===== src/rtl/dm_pkg.sv =====
// Shared data-memory definitions: DMType encodings and arbiter state.
package dm_pkg;

    // DMType encodings shared by SCPU, dm and the arbiter
    localparam logic [2:0] dm_word              = 3'b000;
    localparam logic [2:0] dm_halfword          = 3'b001;
    localparam logic [2:0] dm_halfword_unsigned = 3'b010;
    localparam logic [2:0] dm_byte              = 3'b011;
    localparam logic [2:0] dm_byte_unsigned     = 3'b100;

    // Arbiter ownership state
    typedef enum logic {
        RUN    = 1'b0,
        HALTED = 1'b1
    } arb_state_e;

endpackage : dm_pkg


===== src/rtl/dm_arbiter.sv =====
// Shares the dm port between the CPU load/store path and the debug/loader port.
module dm_arbiter
    import dm_pkg::*;
#(
    parameter int unsigned ADDR_W     = 9,
    parameter int unsigned STARVE_MAX = 4
) (
    input  logic              clk,
    input  logic              reset,
    input  logic              cpu_req,
    input  logic              cpu_we,
    input  logic [2:0]        cpu_type,
    input  logic [31:0]       cpu_addr,
    input  logic [31:0]       cpu_wdata,
    output logic [31:0]       cpu_rdata,
    output logic              cpu_stall,
    input  logic              dbg_req,
    input  logic              dbg_we,
    input  logic [2:0]        dbg_type,
    input  logic [ADDR_W-1:0] dbg_addr,
    input  logic [31:0]       dbg_wdata,
    output logic              dbg_gnt,
    output logic              dbg_rvalid,
    output logic [31:0]       dbg_rdata,
    input  logic              halt_req,
    output logic              halt_ack,
    output logic              dm_we,
    output logic [2:0]        dm_type,
    output logic [ADDR_W-1:0] dm_addr,
    output logic [31:0]       dm_din,
    input  logic [31:0]       dm_dout
);

    localparam int unsigned CNT_W = $clog2(STARVE_MAX + 1);
    localparam logic [CNT_W-1:0] CNT_MAX = CNT_W'(STARVE_MAX);

    arb_state_e       state;
    arb_state_e       state_next;
    logic [CNT_W-1:0] starve_cnt;
    logic [CNT_W-1:0] starve_cnt_next;
    logic             cpu_gnt;
    logic             rvalid_q;
    logic [31:0]      rdata_q;

    // Only the low ADDR_W bits of the CPU byte address reach dm
    logic unused_cpu_addr;
    assign unused_cpu_addr = ^cpu_addr[31:ADDR_W];

    // Arbitration, starvation counting, next state and dm mux
    always_comb begin
        state_next      = state;
        starve_cnt_next = '0;
        dbg_gnt         = 1'b0;
        cpu_gnt         = 1'b0;
        dm_we           = 1'b0;
        dm_type         = '0;
        dm_addr         = '0;
        dm_din          = '0;

        case (state)
            RUN: begin
                dbg_gnt = dbg_req & (~cpu_req | (starve_cnt == CNT_MAX));
                cpu_gnt = cpu_req & ~dbg_gnt;
                if (dbg_req && !dbg_gnt) begin
                    starve_cnt_next = (starve_cnt == CNT_MAX) ? starve_cnt
                                                              : starve_cnt + CNT_W'(1);
                end
                if (halt_req) begin
                    state_next = HALTED;
                end
            end
            HALTED: begin
                dbg_gnt = dbg_req;
                if (!halt_req) begin
                    state_next = RUN;
                end
            end
            default: begin
                state_next = RUN;
            end
        endcase

        // No access may reach dm while reset is asserted
        if (reset) begin
            dbg_gnt = 1'b0;
            cpu_gnt = 1'b0;
        end

        cpu_stall = cpu_req & ~cpu_gnt;

        if (dbg_gnt) begin
            dm_we   = dbg_we;
            dm_type = dbg_type;
            dm_addr = dbg_addr;
            dm_din  = dbg_wdata;
        end else if (cpu_gnt) begin
            dm_we   = cpu_we;
            dm_type = cpu_type;
            dm_addr = cpu_addr[ADDR_W-1:0];
            dm_din  = cpu_wdata;
        end
    end

    // State, starvation counter and debug read-return registers
    always_ff @(posedge clk) begin
        if (reset) begin
            state      <= RUN;
            starve_cnt <= '0;
            rvalid_q   <= 1'b0;
            rdata_q    <= '0;
        end else begin
            state      <= state_next;
            starve_cnt <= starve_cnt_next;
            rvalid_q   <= dbg_gnt & ~dbg_we;
            if (dbg_gnt && !dbg_we) begin
                rdata_q <= dm_dout;
            end
        end
    end

    // Registered status, masked while reset is held so reset always wins
    assign halt_ack   = (state == HALTED) & ~reset;
    assign dbg_rvalid = rvalid_q & ~reset;
    assign dbg_rdata  = reset ? '0 : rdata_q;
    assign cpu_rdata  = dm_dout;

endmodule : dm_arbiter


===== config.mk =====
export PLATFORM = sky130hd
export DESIGN_NAME = dm_arbiter
export DESIGN_NICKNAME = d
export VERILOG_FILES = /design/src/rtl/dm_pkg.sv /design/src/rtl/dm_arbiter.sv
export SDC_FILE = /design/constraint.sdc
export NUM_CORES = 1
export LEC_CHECK = 0
export BUFFER_PORTS_ARGS = -buffer_cell sky130_fd_sc_hd__buf_4
export CAP_MARGIN = 20
export CORE_AREA = 8 8 95 97
export CTS_CLUSTER_DIAMETER = 100
export DETAILED_ROUTE_END_ITERATION = 10
export DIE_AREA = 0 0 103 105
export PLACE_DENSITY = 0.76
export SLEW_MARGIN = 5
export SYNTH_ARGS = -nofsm -noshare
export SYNTH_HDL_FRONTEND = slang
export SYNTH_SLANG_ARGS = --single-unit
export TNS_END_PERCENT = 30

===== constraint.sdc =====
create_clock -name clk -period 2.1 [get_ports clk]
set_input_delay 0.42 -clock clk [delete_from_list [all_inputs] [get_ports clk]]
set_output_delay 0.42 -clock clk [all_outputs]
set_load 0.05 [all_outputs]

==> reports/results.ini, run 1 <==
[status]
outcome = finished with violations
violations = setup timing

[clock_network]
insertion_delay_ns = 0.28
cts_buffers = 5
htree_levels = 2
cts.sinks = 37
path_clk_slew_ns = 0.07
clock_path_buffers = 2
cts_hold_buf = 0
cts_root_buf = clkbuf_8
cts_tree = built

[placement]
io_buffers = 239
post-dp-hpwl_mm = 8.28
gp_congestion = 0.860
placed_cells = 550
dpl_cell_area_um2 = 4140
dp_worst_setup_slack_ns = 0.105

[power]
p_sw_mw = 0.808
powerDensity_nw_per_um2 = 489
pwr-share-seq_pct = 32.5
pwr-share-comb_pct = 45.3
irDropWorstVdd_uv = 373
power.internal_mw = 1.42
p_leak_nw = 2.29
p_sw_share_pct = 36.2
p_clk_share_pct = 22.2
p_total_mw = 2.23

[floorplan]
ios = 263
die_y_um = 105
start_util_pct = 32.4
row_count = 32
core_area_um2 = 7530
dieArea_um2 = 10800
dieWidth_um = 103

[drt]
via_per_inst = 4.80
ant_nets = 0
dr.first_iter.drc_count = 68
dr.pass1.iters = 4
drc = 0
wl_mm = 10.8
dr_total_vias = 2702
wire_per_inst_um = 19.2

[timing]
rsz0062_at_grt = true
max_freq_ghz = 0.456
finalCriticalPeriod_ns = 2.19
relSlewSlack_pct = 74.7
hold_ws_ns = 0.351
finalClockSkew_ns = 0.00624
maxSlewViolCount = 0
setup_viol = 46
final.setup.tns_ns = -3.30
tightest_slew_ns = 0.379
hold_viol = 0
setup_ws_ns = -0.0918
finalCritPeriodShare_pct = 104

[worst_setup_path]
worst_setup_path_start_kind = flop
critPathMaxFanout = 11
critPathSlowestCell = dfxtp_2
cp_cell_sequence = inv_2 -> ha_4 -> nand3_2 -> and3b_2 -> buf_12 -> clkbuf_16 -> a22o_1 -> buf_6
crit_type = flop to output port
cp_top_family = buffers and inverters
cpPeakStageDelay_ns = 0.32
end_kind = output port
crit_buf_inv = 4
worst_ep_required_time_ns = 1.68
cp.arrival_ns = 1.77

[layout]
n_antenna_cell = 0
finalNonFillerCells = 563
regArea_um2 = 743
design_area_um2 = 4560
layout_commonest_cell = buf_4
final_cell_mix = buf_4, nor2b_1, buf_6, a22o_1, dfxtp_1
layout-drive-gt1-share_pct = 66.2
syn_to_final_growth_pct = 87.2
multi_input_area_um2 = 1380
fill_cells = 660
fin_nets = 613
post-route-util_pct = 60.6

[synth]
synth_seq_cells = 37
syn-cell-area_um2 = 2440
synthCells = 252
ys_types = 24
synth.yosys.seq_area_share_pct = 30.4
synthArstFlopShare_pct = 0
avgSynthCellArea_um2 = 9.67
yosysTopAreaCellShare_pct = 30.4
ys_warn_count = 0
synth_edf_count = 0
syn-num-nets = 404
yosys_most_used_dff = dfxtp_1
synth_area_leaders = dfxtp_1, a22o_1, nor2b_1
synth_top_cell_by_area = dfxtp_1

[global_routing]
globalRouteOverflowTotal = 0
antenna_found_initial = 0
gr-usage-all-layers_pct = 18.5
grt_pass1_vias = 2914
grt_pass1_wl_mm = 15.7
grt_max_degree = 41

[worst_hold_path]
hp-class = input pin to flop

[run]
max_cap_viol_count = 0

[synth_stat cells (all sizes together), types with 2 or more instances]
| library cell | number |
|---|---|
| nor2b | 54 |
| a22o | 45 |
| buf | 45 |
| dfxtp | 37 |
| mux2 | 32 |
| and2b | 15 |
| clkbuf | 6 |
| nor2 | 4 |
| inv | 3 |
| ha | 2 |
| nand2 | 2 |
[metal layers]
layer / wire length (um) / share of wire (%) / GRT usage [%] / up-vias
li1: - / - / - / 1248
met1: 3540 / 33 / 17.9 / 1264
met2: 5400 / 50 / 32.9 / 160
met3: 1480 / 14 / 7.90 / 30
met4: 405 / 3.7 / 8.07 / 0
met5: 0 / 0 / 0 / -
[what timing repair did]
action | 4_1_cts | 5_1_grt
cloned | 3 | 1
pin swaps | 1 | 2
resized for setup | 57 | 1
endpoints found under the setup margin | 46 | 46
buffers inserted | 2 | 0
[layout make-up]
class / count / area share [%]
Tap cell: 102 / 2.80
Clock buffer: 7 / 1.89
Inverter: 3 / 0.247
Multi-Input combinational cell: 161 / 30.2
Timing Repair Buffer: 253 / 48.6
Sequential cell: 37 / 16.3
[power groups by stage]
| stage | Sequential, mW | Clock (mW) | Combinational, mW |
|---|---|---|---|
| floorplan | 0.739 | 0 | 0.577 |
| finish | 0.724 | 0.496 | 1.01 |
| global route | 0.726 | 0.559 | 1.05 |
| CTS | 0.724 | 0.524 | 1.00 |
| detailed placement | 0.741 | 0 | 0.925 |
| global placement | 0.740 | 0 | 0.913 |
[worst register-to-register path: stages (launching register included)]
cell and delay [ns]:
dfxtp_2 0.32, inv_2 0.06, ha_4 0.14, nand2_2 0.10, a211oi_4 0.35, buf_12 0.21, mux2_2 0.35
[final timing paths]
kind,startpoint,endpoint,slack (ns),cells past startpoint
setup / recovery,starve_cnt[0]$_SDFFE_PP0N_,dm_type[2],-0.09,8
hold / removal,halt_req,state$_SDFF_PP0_,0.35,2
setup reg to reg,starve_cnt[0]$_SDFFE_PP0N_,rdata_q[10]$_SDFFE_PP0P_,0.46,6
hold reg to reg,starve_cnt[0]$_SDFFE_PP0N_,starve_cnt[0]$_SDFFE_PP0N_,0.50,2
[flip-flops by register name, indices dropped and copies added (netlist names)]
name and count:
rvalid_q 1, rdata_q 32, state 1, starve_cnt 3
[cells by family (layout without fill, tap and decap cells)]
logic type	count (synthesis)	in the layout	synth area share (%)
compound gates	47	47	17.4
fa+ha+maj	2	2	1.03
mux	32	32	15.3
buf+inv	54	263	14.7
flops	37	37	30.4
simple gates	80	80	21.3
Power figures use the tool's default switching activity.
==> inputs of run 2 (changes only) <==
==> constraint.sdc (replaced) <==
create_clock -name clk -period 2.2 [get_ports clk]
set_input_delay 0.44 -clock clk [delete_from_list [all_inputs] [get_ports clk]]
set_output_delay 0.44 -clock clk [all_outputs]
set_load 0.05 [all_outputs]
==> run 2 against run 1 <==
The run still ends with setup timing left. Wire length up 18%. Hold slack improved by 0.034 ns. Power increased by 4.4%. Core utilization is 3.4 points higher. Clock-buffer cell count stayed put. Global-route usage grew 2.2 points.
==> reports/results.ini, run 2 (synthesized netlist as in run 1, its figures left out) <==
[global_routing]
gr-usage-all-layers_pct = 20.6  ; was 18.5%
grt_pass1_wl_mm = 17.3  ; was 15.7 mm
grt_pass1_vias = 3002  ; was 2914
globalRouteOverflowTotal = 0  ; unchanged
antenna_found_initial = 0  ; unchanged
grt_max_degree = 64  ; was 41

[timing]
tightest_slew_ns = 0.246  ; was 0.379 ns
finalClockSkew_ns = 0.00895  ; was 0.00624 ns
setup_viol = 37  ; was 46
finalCriticalPeriod_ns = 2.25
max_freq_ghz = 0.445
final.setup.tns_ns = -0.746  ; was -3.30 ns
hold_viol = 0  ; unchanged
maxSlewViolCount = 0  ; unchanged
setup_ws_ns = -0.0456  ; was -0.0918 ns
relSlewSlack_pct = 83.6  ; was 74.7%
finalCritPeriodShare_pct = 102
rsz0062_at_grt = true  ; unchanged

[layout]
design_area_um2 = 4820  ; was 4560 um2
largest_reg_flops = 32  ; unchanged
multi_input_area_um2 = 1390  ; was 1380 um2
layout_commonest_cell = buf_4  ; unchanged
layout-drive-gt1-share_pct = 65.6  ; was 66.2%
final_cell_mix = buf_4, nor2b_1, buf_6, a22o_1, dfxtp_1  ; unchanged
top_regs = rdata_q (32), starve_cnt (3)  ; unchanged
fill_cells = 576  ; was 660
syn_to_final_growth_pct = 97.7  ; was 87.2%
largest-register = rdata_q  ; unchanged
n_antenna_cell = 0  ; unchanged
regArea_um2 = 743  ; unchanged
fin_nets = 622  ; was 613

[placement]
gp_congestion = 0.840  ; was 0.860
post-dp-hpwl_mm = 8.29  ; was 8.28 mm
dpl_cell_area_um2 = 4120  ; was 4140 um2
io_buffers = 239  ; unchanged

[clock_network]
cts_tree = built  ; unchanged
path_clk_slew_ns = 0.07  ; about the same
htree_levels = 2  ; unchanged
cts_hold_buf = 0  ; unchanged
cts.sinks = 37  ; unchanged
cts_root_buf = clkbuf_8  ; unchanged
clock_path_buffers = 2  ; unchanged
insertion_delay_ns = 0.28  ; about the same
cts_buffers = 5  ; unchanged

[worst_setup_path]
worst_setup_path_start_kind = flop  ; unchanged
startpoint = starve_cnt[0]$_SDFFE_PP0N_  ; unchanged
r2r_start = starve_cnt[0]$_SDFFE_PP0N_  ; unchanged
rrSetupSlack_ns = 0.33  ; was 0.46 ns
reg2reg_depth = 8  ; was 6
crit_type = flop to output port  ; unchanged
worst_ep_required_time_ns = 1.76  ; was 1.68 ns
rr_endpoint = rdata_q[27]$_SDFFE_PP0P_  ; was rdata_q[10]$_SDFFE_PP0P_
end_kind = output port  ; unchanged
crit_end = dm_addr[4]  ; was dm_type[2]
cp.arrival_ns = 1.81  ; was 1.77 ns
critPathMaxFanout = 6  ; was 11

[drt]
wire_per_inst_um = 22.3  ; was 19.2 um
dr.first_iter.drc_count = 102  ; was 68
via_per_inst = 4.87  ; was 4.80
drc = 0  ; unchanged
wl_mm = 12.8  ; was 10.8 mm
dr_total_vias = 2792  ; was 2702
ant_nets = 0  ; unchanged
dr.pass1.iters = 4  ; unchanged

[power]
powerDensity_nw_per_um2 = 483  ; was 489 nW/um2
p_leak_nw = 2.42  ; was 2.29 nW
irDropWorstVdd_uv = 355  ; was 373 uV

[floorplan]
die_y_um = 105  ; unchanged
dieWidth_um = 103  ; unchanged
core_area_um2 = 7530  ; unchanged
dieArea_um2 = 10800  ; unchanged
ios = 263  ; unchanged
start_util_pct = 32.4  ; unchanged
row_count = 32  ; unchanged

[status]
outcome = finished with violations  ; unchanged
violations = setup timing  ; unchanged

[worst_hold_path]
hp-class = input pin to flop  ; unchanged

[run]
max_cap_viol_count = 0  ; unchanged

## run 2: power breakdown
part           internal (mW)  switching [mW]  leakage [nW]  total [mW]
combinational          0.457           0.571          2.06        1.03
sequential             0.687         0.00408         0.301       0.691
clock                  0.370           0.238        0.0585       0.608
total                   1.51           0.813          2.42        2.33
## run 2: layout make-up
class                   instances  share of cell area (%)
clock buffers                   7                    1.79
inverters                       3                   0.234
repair buffers                262                    50.3
clock inverters                 1                   0.623
well taps                     102                    2.65
flip-flops and latches         37                    15.4
multi-input cells             161                    28.9
## run 2: worst min path at each step
stage / to / cells after the start / slack, ns / startpoint
CTS: state$_SDFF_PP0_ / 2 / 0.36 / halt_req
global placement: starve_cnt[0]$_SDFFE_PP0N_ / 1 / 0.43 / starve_cnt[0]$_SDFFE_PP0N_
detailed placement: starve_cnt[0]$_SDFFE_PP0N_ / 1 / 0.44 / starve_cnt[0]$_SDFFE_PP0N_
floorplan: starve_cnt[0]$_SDFFE_PP0N_ / 1 / 0.42 / starve_cnt[0]$_SDFFE_PP0N_
finish: state$_SDFF_PP0_ / 2 / 0.39 / halt_req
global route: state$_SDFF_PP0_ / 2 / 0.40 / halt_req
## run 2: stage by stage
stage / utilization, % / instances / power [mW] / setup WS (ns) / hold slack, ns
floorplan: - / 252 / 1.25 / -0.0543 / 0.417
CTS: 63.0 / 571 / 2.32 / -0.0169 / 0.361
finish: 64.0 / 573 / 2.33 / -0.0456 / 0.386
detailed placement: 54.7 / 548 / 1.59 / 0.157 / 0.436
global route: 64.0 / 573 / 2.42 / -0.156 / 0.396
global placement: 54.7 / 548 / 1.58 / 0.186 / 0.428
## run 2: routing by layer
layer,vias to the layer above,routed length [um],global-route usage [%]
li1,1276,-,-
met1,1299,4200,18.7
met2,178,6410,37.1
met3,39,1610,9.42
met4,0,536,10.8
met5,-,0,0
## run 2: critical path, cell delays in order, from the launching register on
cell	delay (ns)
dfxtp_2	0.32
inv_2	0.07
ha_4	0.14
nand3_2	0.06
and3b_2	0.26
buf_6	0.15
buf_16	0.14
a22o_1	0.22
buf_6	0.16
## run 2: repair_timing
item,4_1_cts,5_1_grt
pin swaps,17,11
cloned,8,2
setup buffers,7,0
gates resized for setup,66,6
endpoints found under the setup margin,45,46
